`src/rtl/result_checker.sv`:
```
// result_checker -- multi-channel compare scoreboard with a session verdict.
//
// A session is opened by start, runs while busy (RUN) and is closed by finish,
// after which done is high (REPORT) and result_ok carries the verdict.
// Every RUN cycle (except a start cycle) each channel with ch_valid set is
// checked: it passes when (expected == actual) XOR ch_mode. Passing and
// failing channels are popcounted into saturating pass_cnt / fail_cnt, and the
// lowest-index failing channel of the first failing cycle is captured.
//
// Ports:
//   clk, rst_n        clock, asynchronous active-low reset
//   start, finish     session control (start has priority over finish)
//   ch_valid, ch_mode per-channel compare strobe and mode (1 = expect unequal)
//   expected, actual  packed values, channel i at [i*WIDTH +: WIDTH]
//   pass_cnt, fail_cnt saturating per-session counters
//   busy, done        state RUN / state REPORT
//   result_ok         verdict, valid while done
//   first_fail_valid, first_fail_ch  sticky first-failure capture
//
// Optional feature macro RESULT_CHECKER_FAIL_DATA_EN adds first_fail_expected
// and first_fail_actual, the data of the captured failing channel.

// One compare channel: qualified pass/fail strobes.
module result_checker_lane #(
    parameter int WIDTH = 8
) (
    input  logic             en,
    input  logic             valid,
    input  logic             mode,
    input  logic [WIDTH-1:0] exp_val,
    input  logic [WIDTH-1:0] act_val,
    output logic             pass,
    output logic             fail
);
    logic match_ok;

    assign match_ok = (exp_val == act_val) ^ mode;
    assign pass     = en & valid & match_ok;
    assign fail     = en & valid & ~match_ok;
endmodule


```
`config.mk`:
```
export PLATFORM = sky130hd
export DESIGN_NAME = result_checker_lane
export DESIGN_NICKNAME = d
export VERILOG_FILES = /design/src/rtl/result_checker.sv
export SDC_FILE = /design/constraint.sdc
export NUM_CORES = 1
export LEC_CHECK = 0
export CAP_MARGIN = 20
export CORE_AREA = 5 5 42 44
export DETAILED_ROUTE_END_ITERATION = 8
export DIE_AREA = 0 0 47 49
export MAX_ROUTING_LAYER = met4
export PLACE_DENSITY = 0.37
export SYNTH_ARGS = -nofsm -noshare
export SYNTH_HDL_FRONTEND = slang
export SYNTH_SLANG_ARGS = --single-unit
export TNS_END_PERCENT = 20
```
`constraint.sdc`:
```
create_clock -name vclk -period 1.5
set_input_delay 0.45 -clock vclk [all_inputs]
set_output_delay 0.45 -clock vclk [all_outputs]
set_load 0.005 [all_outputs]
```
==> impl_results.md <==
- F_max: 544 MHz
- Hold path cells: 6
- CP max-delay cell: mux2i_1
- Detail Route Antenna Nets: 0
- Post-synthesis sequential area ratio: 0
- Final worst-path cycle share: 1.23
- Setup ws final: -0.339 ns
- Worst VDD drop: 0.0764 mV
- Num sequential: 0
- Worst EP required: 1.05 ns
- Startpoint types: primary input
- Most frequent cells in the layout: buf_2, buf_6, xnor2_2
- GR Overflow Total: 0
- Clock buffers: 0
- Post-Syn Area per Cell: 8.09 µm²
- Post-Syn Instances: 15
- Drt initial violations: 0
- CORE AREA: 1400 µm²
- PD cells: 249 nW/µm²
- Final setup viols: 2
- Crit Path Max Fanout: 2
- I/O Buffers: 21
- DR WL/cell: 10.3 µm
- P_int: 63.6 µW
- Antenna violations before repair: 0
- RSZ-0062 raised after global routing: true
- Post-DP HPWL: 504 µm
- Slew HR: 0.915
- Register area: 0 µm²
- Core Rows: 14
- Combinational power share: 1.000
- Die ar.: 2300 µm²
- Slew of the pin with the lowest slew margin: 0.123 ns
- Worst setup EP type: output pin
- Proportion of power drawn by flip-flops and latches: 0
- Cell chain of the critical path: buf_2, xnor2_2, nand4_1, nor2_2, buf_4, mux2i_1, buf_2
- Most common cell after layout, fill and taps aside: buf_2
- Crit Path Category: in2out
- Initial Util: 0.0866
- Routed vias: 195
- Cell mode on critical path: buf_2
- Number of global-route vias before repair: 202
- Number of diodes: 0
- Fin. Hold Viols: 0
- Failing checks: negative setup slack
- DP Worst Slack: -1.06 ns
- Syn nets: 34
- Arr. time, crit path: 1.39 ns
- Outcome: finished with violations
- Worst Hold Class: in2out
- Final min period: 1.84 ns
- Die Ht: 49 µm
- Max cap viols: 0
- Slowest stage delay, CP: 0.17 ns
- Drt total wl: 545 µm
- Pre-antenna DRT Iters: 1
- Area Overhead vs Synth: 205%
- Syn Std Cell Area: 121 µm²
- Switch Pwr: 28.6 µW
- Biggest area consumer among synthesized cells: xnor2_1
- Chip width: 47 µm
- Final GP Congestion: 0.626
- Largest net degree at the start of global routing: 3
- Vias/cell: 3.68
- DRC errors left: 0
- Fin. max-slew vios: 0
- Overall Global Routing Usage: 0.0461
- Hold-fix buffers, CTS: 0
- Final Non-Filler Cells: 53
- Layout cells sized above 1: 0.730
- Cell variety after synth: 6
- Switching Share: 0.310
- Synth Warn #: 0
- Clock power frac: 0
- Global-route wire length before repair: 828 µm
- Top cell type's share of synthesized area: 0.577
- Final net count: 58
- Placed Instances: 52
- Ports: 21
- Leakage dissipation: 0.000173 µW
- Synth area leaders: xnor2_1, mux2i_1, nand4_1
area by class of cell:
| cell class | count | area [µm²] |
|---|---|---|
| fill | 165 | 1030 |
| multi-input combinational | 15 | 174 |
| tap | 16 | 20.0 |
| timing repair buffer | 22 | 176 |
critical path, delay by kind of cell:
family	cells	cell delay [ns]
buffers and inverters	3	0.36
AND/OR/NAND/NOR	2	0.25
multiplexers	1	0.17
XOR/XNOR	1	0.14
power by group through the flow:
stage	logic [µW]	registers, µW	clock network [µW]
after floorplan	29.8	0	0
after global placement	93.4	0	0
after detailed placement	94.4	0	0
after CTS	86.6	0	0
after global routing	97.7	0	0
final	92.3	0	0
stage by stage:
| step | power, µW | area (µm²) | TNS, ns | hold slack [ns] | util |
|---|---|---|---|---|---|
| 6_report | 92.3 | 370 | -0.603 | 1.39 | 0.264 |
| 3_3_place_gp | 93.4 | 374 | -2.11 | 1.93 | 0.267 |
| 5_1_grt | 97.7 | 370 | -0.726 | 1.44 | 0.264 |
| 3_5_place_dp | 94.4 | 374 | -2.11 | 1.93 | 0.267 |
| 2_1_floorplan | 29.8 | 144 | -0.0187 | 1.03 | - |
| 4_1_cts | 86.6 | 344 | -0.631 | 1.41 | 0.246 |
synth_stat cells:
cell      number
nor2_2         1
nand3b_1       1
nand4_1        2
xnor2_1        8
mux2i_1        2
nand3_1        1
timing repair:
action,4_1_cts,5_1_grt
setup endpoints to repair,2,2
gates cloned,0,0
resized for setup,77,4
pin swaps,11,7
endpoints found under the hold margin,0,0
setup buffers,1,0
final timing paths:
kind / from / end
worst min-delay path: act_val[2] / pass
worst max-delay path: act_val[1] / fail
kinds of logic (layout without fill, tap and decap cells):
family,count (synthesis),count (layout),share of synthesized area
XOR/XNOR,8,8,0.577
buffers and inverters,0,22,0
AND/OR/NAND/NOR,5,5,0.258
multiplexers,2,2,0.165
per-layer routing:
metal / global-route usage / up-vias / share of wire
met2: 0.0679 / 20 / 0.40
met5: - / - / 0
li1: - / 97 / -
met4: 0 / 0 / 0
met3: 0.0148 / 0 / 0.21
met1: 0.0654 / 78 / 0.39
No activity file was read; power rests on OpenSTA's default activity.
